--- config.mk ---
export PLATFORM = sky130hd
export DESIGN_NAME = i2s_sample_tx
export DESIGN_NICKNAME = d
export VERILOG_FILES = /design/src/rtl/i2s_sample_tx_pkg.sv /design/src/rtl/sample_fifo.sv /design/src/rtl/i2s_sample_tx.sv
export SDC_FILE = /design/constraint.sdc
export NUM_CORES = 1
export LEC_CHECK = 0
export BUFFER_PORTS_ARGS = -buffer_cell sky130_fd_sc_hd__buf_4
export CORE_MARGIN = 5
export CORE_UTILIZATION = 50
export DETAILED_ROUTE_END_ITERATION = 10
export GPL_TIMING_DRIVEN = 0
export PLACE_DENSITY_LB_ADDON = 0.08
export SYNTH_ARGS = -nofsm -noshare
export SYNTH_HDL_FRONTEND = slang
export SYNTH_SLANG_ARGS = --single-unit
export TNS_END_PERCENT = 50
--- constraint.sdc ---
create_clock -name clk -period 7.5 [get_ports clk]
set_input_delay 0.375 -clock clk [delete_from_list [all_inputs] [get_ports clk]]
set_output_delay 0.375 -clock clk [all_outputs]
set_load 0.05 [all_outputs]
--- src/rtl/i2s_sample_tx_pkg.sv ---
`default_nettype none
// ============================================================================
//  Module      : i2s_sample_tx_pkg
//  Description : Shared sample width, signed sample type and transmitter
//                state encoding used by the synth and the I2S transmitter.
//  Revision    : 1.0 - initial release
// ============================================================================
package i2s_sample_tx_pkg;

  localparam int c_SAMPLE_W = 20;

  typedef logic signed [c_SAMPLE_W-1:0] sample_t;

  typedef enum logic [0:0] {
    ST_IDLE = 1'b0,
    ST_RUN  = 1'b1
  } tx_state_e;

endpackage
`default_nettype wire

--- src/rtl/sample_fifo.sv ---
`default_nettype none
// ============================================================================
//  Module      : sample_fifo
//  Description : Single-clock sample FIFO with occupancy output. A push while
//                full and a pop while empty are ignored; a simultaneous push
//                and pop both take effect.
//  Revision    : 1.0 - initial release
// ============================================================================
module sample_fifo #(
  parameter int WIDTH = 20,
  parameter int DEPTH = 4
) (
  input  logic                     clk,
  input  logic                     rst_n,
  input  logic                     push,
  input  logic [WIDTH-1:0]         push_data,
  input  logic                     pop,
  output logic [WIDTH-1:0]         pop_data,
  output logic [$clog2(DEPTH):0]   level,
  output logic                     full,
  output logic                     empty
);

  localparam int c_PTR_W = $clog2(DEPTH);
  localparam int c_LVL_W = $clog2(DEPTH) + 1;

  logic [WIDTH-1:0]   r_mem [DEPTH];
  logic [c_PTR_W-1:0] r_wr_ptr;
  logic [c_PTR_W-1:0] r_rd_ptr;
  logic [c_LVL_W-1:0] r_level;
  logic               w_push_ok;
  logic               w_pop_ok;

  assign full      = (r_level == c_LVL_W'(DEPTH));
  assign empty     = (r_level == '0);
  assign level     = r_level;
  assign pop_data  = r_mem[r_rd_ptr];
  assign w_push_ok = push && !full;
  assign w_pop_ok  = pop && !empty;

  // Pointer and occupancy bookkeeping; depth is a power of two so pointers wrap naturally.
  always_ff @(posedge clk or negedge rst_n) begin
    if (!rst_n) begin
      r_wr_ptr <= '0;
      r_rd_ptr <= '0;
      r_level  <= '0;
    end else begin
      if (w_push_ok) r_wr_ptr <= r_wr_ptr + c_PTR_W'(1);
      if (w_pop_ok)  r_rd_ptr <= r_rd_ptr + c_PTR_W'(1);
      case ({w_push_ok, w_pop_ok})
        2'b10:   r_level <= r_level + c_LVL_W'(1);
        2'b01:   r_level <= r_level - c_LVL_W'(1);
        default: r_level <= r_level;
      endcase
    end
  end

  // Storage array; contents are don't-care until written, so no reset.
  always_ff @(posedge clk) begin
    if (w_push_ok) r_mem[r_wr_ptr] <= push_data;
  end

endmodule
`default_nettype wire

--- src/rtl/i2s_sample_tx.sv ---
`default_nettype none
// ============================================================================
//  Module      : i2s_sample_tx
//  Description : Mono 20-bit sample to standard I2S transmitter. One FIFO
//                entry is consumed per frame and sent in both slots, MSB one
//                bit clock after the word-select edge, zero padded.
//                Build option I2S_TX_UNDERFLOW_HOLD_EN: repeat the last sample
//                on underflow instead of sending zero.
//  Revision    : 1.0 - initial release
// ============================================================================
module i2s_sample_tx
  import i2s_sample_tx_pkg::*;
#(
  parameter int BCLK_DIV   = 8,
  parameter int SLOT_BITS  = 32,
  parameter int FIFO_DEPTH = 4
) (
  input  logic                          clk,
  input  logic                          rst_n,
  input  sample_t                       sample_in,
  input  logic                          sample_valid,
  input  logic                          clear_flags,
  output logic                          i2s_bclk,
  output logic                          i2s_lrclk,
  output logic                          i2s_sdata,
  output logic [$clog2(FIFO_DEPTH):0]   fifo_level,
  output logic                          overflow,
  output logic                          underflow
);

  localparam int c_HALF  = BCLK_DIV / 2;
  localparam int c_DIV_W = (c_HALF > 1) ? $clog2(c_HALF) : 1;
  localparam int c_CNT_W = $clog2(2 * SLOT_BITS);
  localparam logic [c_DIV_W-1:0] c_DIV_LAST  = c_DIV_W'(c_HALF - 1);
  localparam logic [c_CNT_W-1:0] c_CNT_LAST  = c_CNT_W'(2 * SLOT_BITS - 1);
  localparam logic [c_CNT_W-1:0] c_SLOT      = c_CNT_W'(SLOT_BITS);
  localparam logic [c_CNT_W-1:0] c_DATA_LAST = c_CNT_W'(c_SAMPLE_W);

  tx_state_e               r_state;
  logic [c_DIV_W-1:0]      r_div_cnt;
  logic [c_CNT_W-1:0]      r_bit_cnt;
  logic                    r_bclk;
  logic                    r_lrclk;
  logic                    r_sdata;
  logic [c_SAMPLE_W-1:0]   r_shreg;
  sample_t                 r_last;
  logic                    r_overflow;
  logic                    r_underflow;

  logic                    w_fall;
  logic                    w_wrap;
  logic [c_CNT_W-1:0]      w_next_cnt;
  logic [c_CNT_W-1:0]      w_slot_pos;
  logic                    w_data_bit;
  sample_t                 w_subst;
  sample_t                 w_load_sample;
  sample_t                 w_fifo_data;
  logic                    w_fifo_full;
  logic                    w_fifo_empty;

`ifdef I2S_TX_UNDERFLOW_HOLD_EN
  assign w_subst = r_last;
`else
  assign w_subst = '0;
`endif

  // Falling-edge detection, next bit count and position of that bit inside its slot.
  always_comb begin
    w_fall        = r_bclk && (r_div_cnt == c_DIV_LAST);
    w_wrap        = w_fall && (r_bit_cnt == c_CNT_LAST);
    w_next_cnt    = w_wrap ? '0 : (r_bit_cnt + c_CNT_W'(1));
    w_slot_pos    = (w_next_cnt >= c_SLOT) ? (w_next_cnt - c_SLOT) : w_next_cnt;
    w_data_bit    = (w_slot_pos != '0) && (w_slot_pos <= c_DATA_LAST);
    w_load_sample = w_fifo_empty ? w_subst : w_fifo_data;
  end

  sample_fifo #(
    .WIDTH (c_SAMPLE_W),
    .DEPTH (FIFO_DEPTH)
  ) u_fifo (
    .clk       (clk),
    .rst_n     (rst_n),
    .push      (sample_valid),
    .push_data (sample_in),
    .pop       (w_wrap),
    .pop_data  (w_fifo_data),
    .level     (fifo_level),
    .full      (w_fifo_full),
    .empty     (w_fifo_empty)
  );

  // Bit-clock divider, frame counter, IDLE->RUN sequencing and serial shifter.
  always_ff @(posedge clk or negedge rst_n) begin
    if (!rst_n) begin
      r_state   <= ST_IDLE;
      r_div_cnt <= '0;
      r_bit_cnt <= '0;
      r_bclk    <= 1'b0;
      r_lrclk   <= 1'b0;
      r_sdata   <= 1'b0;
      r_shreg   <= '0;
      r_last    <= '0;
    end else begin
      if (r_div_cnt == c_DIV_LAST) begin
        r_div_cnt <= '0;
        r_bclk    <= ~r_bclk;
      end else begin
        r_div_cnt <= r_div_cnt + c_DIV_W'(1);
      end
      if (w_fall) begin
        r_bit_cnt <= w_next_cnt;
        r_lrclk   <= (w_next_cnt >= c_SLOT);
        if (w_wrap) begin
          // Frame boundary: take this frame's sample; slot bit 0 is always padding.
          r_state <= ST_RUN;
          r_last  <= w_load_sample;
          r_shreg <= w_load_sample;
          r_sdata <= 1'b0;
        end else if (w_next_cnt == c_SLOT) begin
          // Right slot repeats the same frame sample.
          r_shreg <= r_last;
          r_sdata <= 1'b0;
        end else if (w_data_bit && (r_state == ST_RUN)) begin
          r_sdata <= r_shreg[c_SAMPLE_W-1];
          r_shreg <= {r_shreg[c_SAMPLE_W-2:0], 1'b0};
        end else begin
          r_sdata <= 1'b0;
        end
      end
    end
  end

  // Sticky error flags; a set event in the same cycle as a clear keeps the flag high.
  always_ff @(posedge clk or negedge rst_n) begin
    if (!rst_n) begin
      r_overflow  <= 1'b0;
      r_underflow <= 1'b0;
    end else begin
      if (sample_valid && w_fifo_full) r_overflow <= 1'b1;
      else if (clear_flags)            r_overflow <= 1'b0;
      if (w_wrap && w_fifo_empty)      r_underflow <= 1'b1;
      else if (clear_flags)            r_underflow <= 1'b0;
    end
  end

  assign i2s_bclk  = r_bclk;
  assign i2s_lrclk = r_lrclk;
  assign i2s_sdata = r_sdata;
  assign overflow  = r_overflow;
  assign underflow = r_underflow;

endmodule
`default_nettype wire

### Yosys cells after proc, flatten, opt, wreduce, memory -nomap -nowiden

Memories as Yosys holds them, arrays and structs flattened.
Index checks and enable logic that the tools add are counted.

* flip-flop bits (word level): 61
* memory bits (writable): 80
* input bits: 24
* output and inout port bits: 8
* word-level logic and storage cells: 64
* memories: 1

* add/subtract/negate cells: 7
* magnitude comparators: 2
* equal/unequal tests: 6
* muxes and demuxes: 16
* bitwise logic cells: 1
* reductions and logical operators: 18

Memories
* u_fifo.r_mem: words 4, bits a word 20, read ports 1, clocked after Yosys merged registers in 0, write ports 1, RTL line sample_fifo.sv:27 `logic [WIDTH-1:0] r_mem [DEPTH];`

Operators by type and width (count)
* 20-bit two-way mux: 4
* 6-bit == test, second input constant: 2
* 6-bit two-way mux: 2
* 1-bit logical AND: 8
* 1-bit two-way mux: 8
* 2-bit by 1-bit adder with 2-bit output, second input constant: 3
* 6-bit by 1-bit adder with 6-bit output, second input constant: 1
* 6-bit greater-or-equal comparator, second input constant: 1
* 6-bit by 5-bit <= comparator with 1-bit output, second input constant: 1
* 3-bit case mux with 2 select lines: 1
* 2-bit nonzero test: 3
* 6-bit nonzero test: 1
* 6-bit subtractor, second input constant: 1
* 2-bit == test, second input constant: 2
* 2-bit AND reduction: 2
* 3-bit by 1-bit adder with 3-bit output, second input constant: 1
* 3-bit == test, second input constant: 1
* 3-bit logical NOT: 1
* 3-bit nonzero test: 1
* 3-bit by 1-bit subtractor with 3-bit output, second input constant: 1
* 2-bit by 1-bit == test with 1-bit output, second input constant: 1
* 1-bit logical NOT: 2
* 2-bit two-way mux: 1
* 1-bit NOT: 1

### Longest topological paths before layout

Gate-level depths: netlist of the first run.

* depth after elaboration: 12
* mapped depth: 14
* mapped depth without buffers: 11

### Hierarchy

A second synthesis of the first run with hierarchy kept.

* cells, all modules: 402
* area, all modules: 6069.6 sq um

Modules (own cells, without submodules)
* sample_fifo: instances 1, cells an instance 141, area each 3331.9 sq um, seq. area each 2577.5 sq um
* i2s_sample_tx: instances 1, cells an instance 261, area each 2737.6 sq um, seq. area each 1351.3 sq um

### Least setup slack after synthesis of the first run

OpenSTA, ideal clock, no wires.

* path kind: register to register
* from: reg r_bclk (netlist: i2s_bclk)
* to: reg u_fifo.r_level[2] (netlist: u_fifo.level[2])
* arrival: 2.560 ns
* data required time: 7.418 ns
* slack: 4.857 ns
* stages on the path, launching flop included: 13
* buffers on the path: 2
* clock period less this slack: 2.643 ns
* cells stage by stage: dfrtp_1 -> nand4_1 -> nor2_1 -> buf_2 -> nand2_1 -> inv_1 -> clkbuf_1 -> ha_1 -> inv_1 -> fa_1 -> xor2_1 -> nor2_1 -> xor2_1

* word-level cells in the longest chain between the ends: 5

RTL lines
* from (decl): RTL line i2s_sample_tx.sv:42 `logic r_bclk;`
* from (signal assigned): RTL line i2s_sample_tx.sv:106 `r_bclk <= ~r_bclk;`
* 1-bit logical AND *: RTL line i2s_sample_tx.sv:69 `w_fall = r_bclk && (r_div_cnt == c_DIV_LAST);`
* 1-bit logical AND *: RTL line i2s_sample_tx.sv:70 `w_wrap = w_fall && (r_bit_cnt == c_CNT_LAST);`
* 1-bit logical AND *: RTL line sample_fifo.sv:39 `assign w_pop_ok = pop && !empty;`
* named net u_fifo.w_pop_ok: RTL line sample_fifo.sv:32 `logic w_pop_ok;`
* 2-bit by 1-bit == test with 1-bit output or 2-bit == test (tied branches): RTL line sample_fifo.sv:50 `case ({w_push_ok, w_pop_ok})`
* 3-bit case mux with 2 select lines or 2-bit nonzero test (tied branches)
* to (signal assigned): RTL line sample_fifo.sv:51 `2'b10: r_level <= r_level + c_LVL_W'(1);`
* to (signal assigned): RTL line sample_fifo.sv:52 `2'b01: r_level <= r_level - c_LVL_W'(1);`
* to (signal assigned): RTL line sample_fifo.sv:53 `default: r_level <= r_level;`
* to (decl): RTL line sample_fifo.sv:30 `logic [c_LVL_W-1:0] r_level;`

Mark *: on every way through the listed nets, which the timed path passes. The rest lies on a longest branch.
A chain may end at the register's enable or synchronous reset.

### Final worst setup path of the first run

* from: reg r_bit_cnt[0]
* to: reg u_fifo.r_level[2] (netlist: u_fifo.level[2])

* word-level cells in the longest chain between the ends: 5

RTL lines
* from (decl): RTL line i2s_sample_tx.sv:41 `logic [c_CNT_W-1:0] r_bit_cnt;`
* from (signal assigned): RTL line i2s_sample_tx.sv:111 `r_bit_cnt <= w_next_cnt;`
* 6-bit == test *: RTL line i2s_sample_tx.sv:70
* 1-bit logical AND *: RTL line i2s_sample_tx.sv:70
* 1-bit logical AND *: RTL line sample_fifo.sv:39
* named net u_fifo.w_pop_ok: RTL line sample_fifo.sv:32
* 2-bit by 1-bit == test with 1-bit output or 2-bit == test (tied branches): RTL line sample_fifo.sv:50
* 3-bit case mux with 2 select lines or 2-bit nonzero test (tied branches)

Marks and branches as above.

==> out/metrics.yaml, run 1 <==
sta:
  setup_violations: 0
  hold-worst-slack_ns: 0.03203
  period_minus_slack_ns: 3.129
  min_period_over_period_pct: 41.72
  final_hold_viol_count: 0
  max-slew-margin-rel_pct: 28.62
  grt_setup_unrepaired: "no"
  finalMaxSlewViolations: 0
  fmax_ghz: 0.3196
  fin_tns_setup_ns: 0
  max_slew.worst_pin.slew_ns: 1.071
  fin_skew_ns: 0.004885
  worst_slack_ns: 4.371
clock_tree:
  cts_buffer_depth: 2
  cts_tree: "built"
  post_cts_buffers: 0
  clk_pin_slew_ns: 0.06
  postCtsHoldBufs: 0
  htreeDepth: 4
  post_cts_resized: 0
  root_buffer: "clkbuf_16"
  worstSkewPairLatency_ns: 0.41
  clkSinkCount: 141
  cts_buffers: 17
routing:
  drt-pass1-iter-count: 4
  met1Wirelength_um: 5078
  vias_per_cell: 5.222
  routed_wirelength_um: 11050
  wl_per_cell_um: 16.67
  dr.max_layer_used: "met4"
  met2WireLength_um: 5403
  drt_iter0_drc: 130
  drc: 0
  ant_nets: 0
  vias: 3462
  met3WireLength_um: 386
yosys:
  synthCells: 432
  async_flop_share_pct: 43.26
  post_synth.cell_area_avg_um2: 14.33
  synth_top_area_cell: "edfxtp_1"
  synth.ff_latch_count: 141
  netlist.area_leader.share_pct: 38.80
  yosysWarnings: 0
  synth_edf_count: 80
  synth_fp_nets: 465
  synth_common_cells: "edfxtp_1 (80), dfrtp_1 (61), inv_1 (29), and2_1 (26), nor2_1 (25)"
  ys.flop_type: "edfxtp_1"
  synth_cell_types: 50
  ys_seq_area_share_pct: 63.46
  syn-cell-area_um2: 6191
  synth_most_common_cell: "edfxtp_1"
  synthTopCellsByArea: "edfxtp_1 (39%), dfrtp_1 (25%), mux4_2 (7.3%), mux2i_1 (3.1%), a221oi_1 (2.7%)"
critical_path:
  worstSetupPathType: "reg -> reg"
  required_ns: 7.84
  startpoint_type: "flop"
  path_max_fanout: 10
  crit_path_end_kind: "flop"
  arrival_ns: 3.46
power_and_ir_drop:
  p_per_area_nw_per_um2: 279.4
  leakage_nw: 2.991
  comb_power_share_pct: 10.2
  power.switching_uw: 464.5
  intPower_mw: 1.558
  p_total_mw: 2.023
  clkPwrFrac_pct: 42.0
  ir_drop_mv: 0.1780
  p_seq_share_pct: 47.8
  switching_share_pct: 22.96
run:
  max-cap-violations: 0
placed_design:
  place_ws_ns: 4.283
  routabilityCongestion: 0.8017
  dp_hpwl_um: 7380
  place_inst: 631
  portBuffers: 31
floorplan:
  initial_core_util_pct: 51.33
  die-area_um2: 14710
  die_x_um: 121.3
  io_pins: 32
  fp.dieH_um: 121.3
  num_rows: 40
  coreArea_um2: 12060
global_route:
  grtUsageTotal_pct: 16.88
  grt_pass1_wl_um: 18910
  first_global_vias: 3641
  antenna_found_initial: 0
  grt-ovfl-total: 0
  grt_max_degree: 62
cells_and_area:
  finalNetCount: 515
  nFillCells: 950
  seq_area_um2: 3929
  multi_input_area_um2: 1992
  final_cell_count_no_fill: 663
  antennaDiodeCount: 0
  syn2layout_area_growth_pct: 16.96
  drive_gt1_share_pct: 19.19
hold_path:
  hp-class: "in -> async"
status:
  status: "complete, no violations"
## critical path, stage by stage, from the launching register on
cell	delay (ns)
dfrtp_1	0.50
ha_1	0.22
buf_6	0.14
nand3_1	0.10
nor2_1	0.15
buf_2	0.25
nand2_1	0.12
inv_1	0.10
clkbuf_1	0.37
ha_1	0.26
inv_1	0.06
fa_1	0.37
xor2_1	0.15
nor2_1	0.12
xor2_1	0.15
## cells in the final DEF (no fill, tap or decap), types with 3 or more instances in the layout
cell type,Yosys,final
buf_6,4,4
mux4_2,20,20
inv_1,29,29
and3_1,19,19
xor2_1,5,5
xnor2_1,8,8
clkbuf_8,0,4
nand3_1,4,4
mux2i_1,19,19
buf_2,5,5
buf_4,2,33
edfxtp_1,80,80
nor2_1,25,25
clkbuf_16,0,17
clkbuf_1,15,20
dfrtp_1,61,61
a221oi_1,19,19
o21ai_0,7,7
a21o_1,20,20
ha_1,8,8
bufinv_16,0,3
or3_1,3,3
nand2b_1,3,3
nand2_1,19,19
and2_1,26,26
## cell type report
cell class / instances / area share [%]
flip-flops and latches: 141 / 54.26
multi-input cells: 235 / 27.51
clock buffers: 26 / 6.895
repair buffers: 31 / 3.214
well taps: 168 / 2.903
plain buffers: 27 / 2.229
inverters: 29 / 1.503
clock inverters: 6 / 1.486
## path summary, 6_finish.rpt
| check | start | end | slack [ns] | cells after the start |
|---|---|---|---|---|
| max | r_bit_cnt[0] | u_fifo.level[2] | 4.37 | 14 |
| min | rst_n | r_shreg[15] | 0.03 | 1 |
| max reg2reg | r_bit_cnt[0] | u_fifo.level[2] | 4.37 | 14 |
| min reg2reg | r_div_cnt[0] | r_div_cnt[0] | 0.44 | 1 |
| max in group asynchronous | rst_n | r_bit_cnt[0] | 6.96 | 1 |
| min in group clk | clear_flags | underflow | 0.16 | 2 |
## stage by stage
| stage | utilization, % | cell area, µm² |
|---|---|---|
| after CTS | 60.03 | 7241 |
| after floorplan | - | 6191 |
| after global routing | 60.03 | 7241 |
| final | 60.03 | 7241 |
| after detailed placement | 55.00 | 6634 |
| after global placement | 55.00 | 6634 |
## cells by family after synthesis
family	synth area share, %
flip-flops	63.46
AND/OR/NAND/NOR	9.378
AO/OA/AOI/OAI	8.185
buffers and inverters	4.365
multiplexers	10.83
XOR/XNOR	1.839
adder cells (fa/ha/maj)	1.940
## sequential cells by signal, indices dropped and copies added (netlist names)
name	flops
u_fifo.r_rd_ptr	2
u_fifo.r_wr_ptr	2
u_fifo.level	3
r_state	1
i2s_lrclk	1
r_div_cnt	2
overflow	1
underflow	1
i2s_bclk	1
i2s_sdata	1
u_fifo.r_mem	80
r_last	20
r_bit_cnt	6
r_shreg	20
## power groups by stage
| stage | Sequential [mW] | Clock (mW) | Combinational, mW |
|---|---|---|---|
| 3_3_place_gp | 0.974 | 0 | 0.209 |
| 4_1_cts | 0.968 | 0.866 | 0.215 |
| 5_1_grt | 0.976 | 0.906 | 0.232 |
| 2_1_floorplan | 1.01 | 0 | 0.100 |
| 3_5_place_dp | 0.982 | 0 | 0.215 |
| 6_report | 0.966 | 0.850 | 0.207 |
## per-layer routing
metal	global-route usage, %	vias to the layer above
li1	-	1686
met1	22.89	1702
met2	26.29	55
met3	4.289	19
met4	6.653	0
met5	0	-
No activity file was read; power rests on OpenSTA's default activity.
==> inputs of run 2 (changes only) <==
==> constraint.sdc (replaced) <==
create_clock -name clk -period 2.9 [get_ports clk]
set_input_delay 0.145 -clock clk [delete_from_list [all_inputs] [get_ports clk]]
set_output_delay 0.145 -clock clk [all_outputs]
set_load 0.05 [all_outputs]
==> out/metrics.yaml, run 2 (synthesis gave the netlist of run 1 again) <==
status:
  status: "complete, no violations"
clock_tree:
  cts_tree: "built"
  htreeDepth: 4
  worstSkewPairLatency_ns: 0.41
  clk_pin_slew_ns: 0.06
  root_buffer: "clkbuf_16"
  cts_buffers: 17
  cts_buffer_depth: 2
  clkSinkCount: 141
power_and_ir_drop:
  switching_share_pct: 22.94
  p_seq_share_pct: 47.6
  ir_drop_mv: 0.4583
  p_total_mw: 5.255
  comb_power_share_pct: 10.6
  intPower_mw: 4.050
  leakage_nw: 3.082
  clkPwrFrac_pct: 41.8
  p_per_area_nw_per_um2: 702.0
  power.switching_mw: 1.205
routing:
  ant_nets: 0
  drt_iter0_drc: 148
  routed_wirelength_um: 11330
  drc: 0
  drt-pass1-iter-count: 4
  vias_per_cell: 5.197
  vias: 3565
  wl_per_cell_um: 16.52
floorplan:
  die_x_um: 121.3
  coreArea_um2: 12060
  fp.dieH_um: 121.3
  io_pins: 32
  die-area_um2: 14710
  initial_core_util_pct: 51.33
  num_rows: 40
global_route:
  grt_pass1_wl_um: 19460
  first_global_vias: 3736
  use_met2_pct: 27.27
  grtUsageTotal_pct: 17.34
  grt_use_met3_pct: 4.196
  busiest_layer: "met2"
  grt_util_met1_pct: 23.50
  antenna_found_initial: 0
  grt_max_degree: 62
  grt-ovfl-total: 0
sta:
  min_period_over_period_pct: 91.05
  fin_skew_ns: 0.005292
  max-slew-margin-rel_pct: 27.88
  finalMaxSlewViolations: 0
  fmax_ghz: 0.3787
  grt_setup_unrepaired: "no"
  final_hold_viol_count: 0
  setup_violations: 0
  max_slew.worst_pin.slew_ns: 1.082
  worst_slack_ns: 0.2595
  period_minus_slack_ns: 2.641
  hold-worst-slack_ns: 0.004516
  fin_tns_setup_ns: 0
critical_path:
  worstSetupPathType: "reg -> reg"
  r2r.worst_path.cells: 13
  path_max_fanout: 10
  crit_path_start: "r_bit_cnt[1]"
  cp_num_buf_inv: 4
  crit_path_end_kind: "flop"
  cp_top_family: "adder cells"
  arrival_ns: 2.98
  required_ns: 3.24
  r2r-start: "r_bit_cnt[1]"
  rrSetupSlack_ns: 0.26
  crit_chain: "ha_1, buf_6, nand3_1, nor2_1, clkbuf_4, nand2_1, clkinvlp_4, ha_1, inv_1, fa_1, xor2_1, nor2_1, xor2_1"
  critPathMaxStageDelay_ns: 0.44
  crit_slowest_cell: "dfrtp_2"
  rr_endpoint: "u_fifo.level[2]"
  startpoint_type: "flop"
hold_path:
  hp-class: "in -> reg"
  min_from: "sample_valid"
  min_to: "overflow"
  hold_path_depth: 3
cells_and_area:
  final_common_cell: "edfxtp_1"
  antennaDiodeCount: 0
  drive_gt1_share_pct: 19.50
  layout_common_cells: "edfxtp_1 (80), dfrtp_1 (59), buf_4 (35), inv_1 (28), and2_1 (26)"
  syn2layout_area_growth_pct: 20.92
  nFillCells: 923
  finalNetCount: 538
  largest_reg_flops: 80
  largest_register: "u_fifo.r_mem"
  reg_top3: "u_fifo.r_mem (80), r_last (20), r_shreg (20)"
  post-route-util_pct: 62.06
placed_design:
  routabilityCongestion: 0.8017
  portBuffers: 31
  dp_hpwl_um: 7380
  place_ws_ns: -0.3167
run:
  max-cap-violations: 0
==> run 2: worst max path at each step <==
stage                                  to  slack, ns  cells after the start
after CTS                 u_fifo.level[2]      0.003                     13
after global routing      u_fifo.level[2]       0.03                     13
final                     u_fifo.level[2]       0.26                     13
after detailed placement  u_fifo.level[2]      -0.32                     14
after floorplan           u_fifo.level[2]       0.26                     12
after global placement    u_fifo.level[2]      -0.24                     14
==> run 2: stage by stage <==
stage / std cells / instance area (µm²)
after floorplan: 432 / 6191
after global placement: 631 / 6634
after detailed placement: 631 / 6634
after CTS: 684 / 7462
after global routing: 686 / 7486
final: 686 / 7486
==> run 2: area by class of cell <==
cell class | instances | area, µm² | share of cell area (%)
buffer | 26 | 160.2 | 2.139
clock buffer | 26 | 499.2 | 6.669
clock inverter | 6 | 107.6 | 1.437
inverter | 29 | 112.6 | 1.504
multi-input combinational | 235 | 1997 | 26.68
sequential | 141 | 3931 | 52.52
tap | 168 | 210.2 | 2.808
timing repair buffer | 55 | 467.9 | 6.251
==> run 2: metal layers <==
| layer | routed length (µm) | up-vias |
|---|---|---|
| li1 | - | 1734 |
| met1 | 5124 | 1752 |
| met2 | 5583 | 59 |
| met3 | 430 | 20 |
| met4 | 193 | 0 |
| met5 | 0 | - |
==> run 2: power by group through the flow <==
stage | clock network (mW) | registers [mW] | logic, mW
2_1_floorplan | 0 | 2.60 | 0.259
3_5_place_dp | 0 | 2.54 | 0.557
5_1_grt | 2.34 | 2.53 | 0.626
4_1_cts | 2.24 | 2.50 | 0.578
6_report | 2.20 | 2.50 | 0.559
3_3_place_gp | 0 | 2.52 | 0.541
==> run 2: worst min-delay path, stage by stage <==
cell     delay [ns]
buf_4          0.08
nand3_1        0.06
o21ai_0        0.08
==> run 2: timing repair <==
item                                    CTS  global route
hold buffers                             22             0
pin swaps                                 0             0
setup buffers                             0             2
endpoints found under the hold margin   143             0
resized for setup                         2             3
endpoints found under the setup margin    2            12
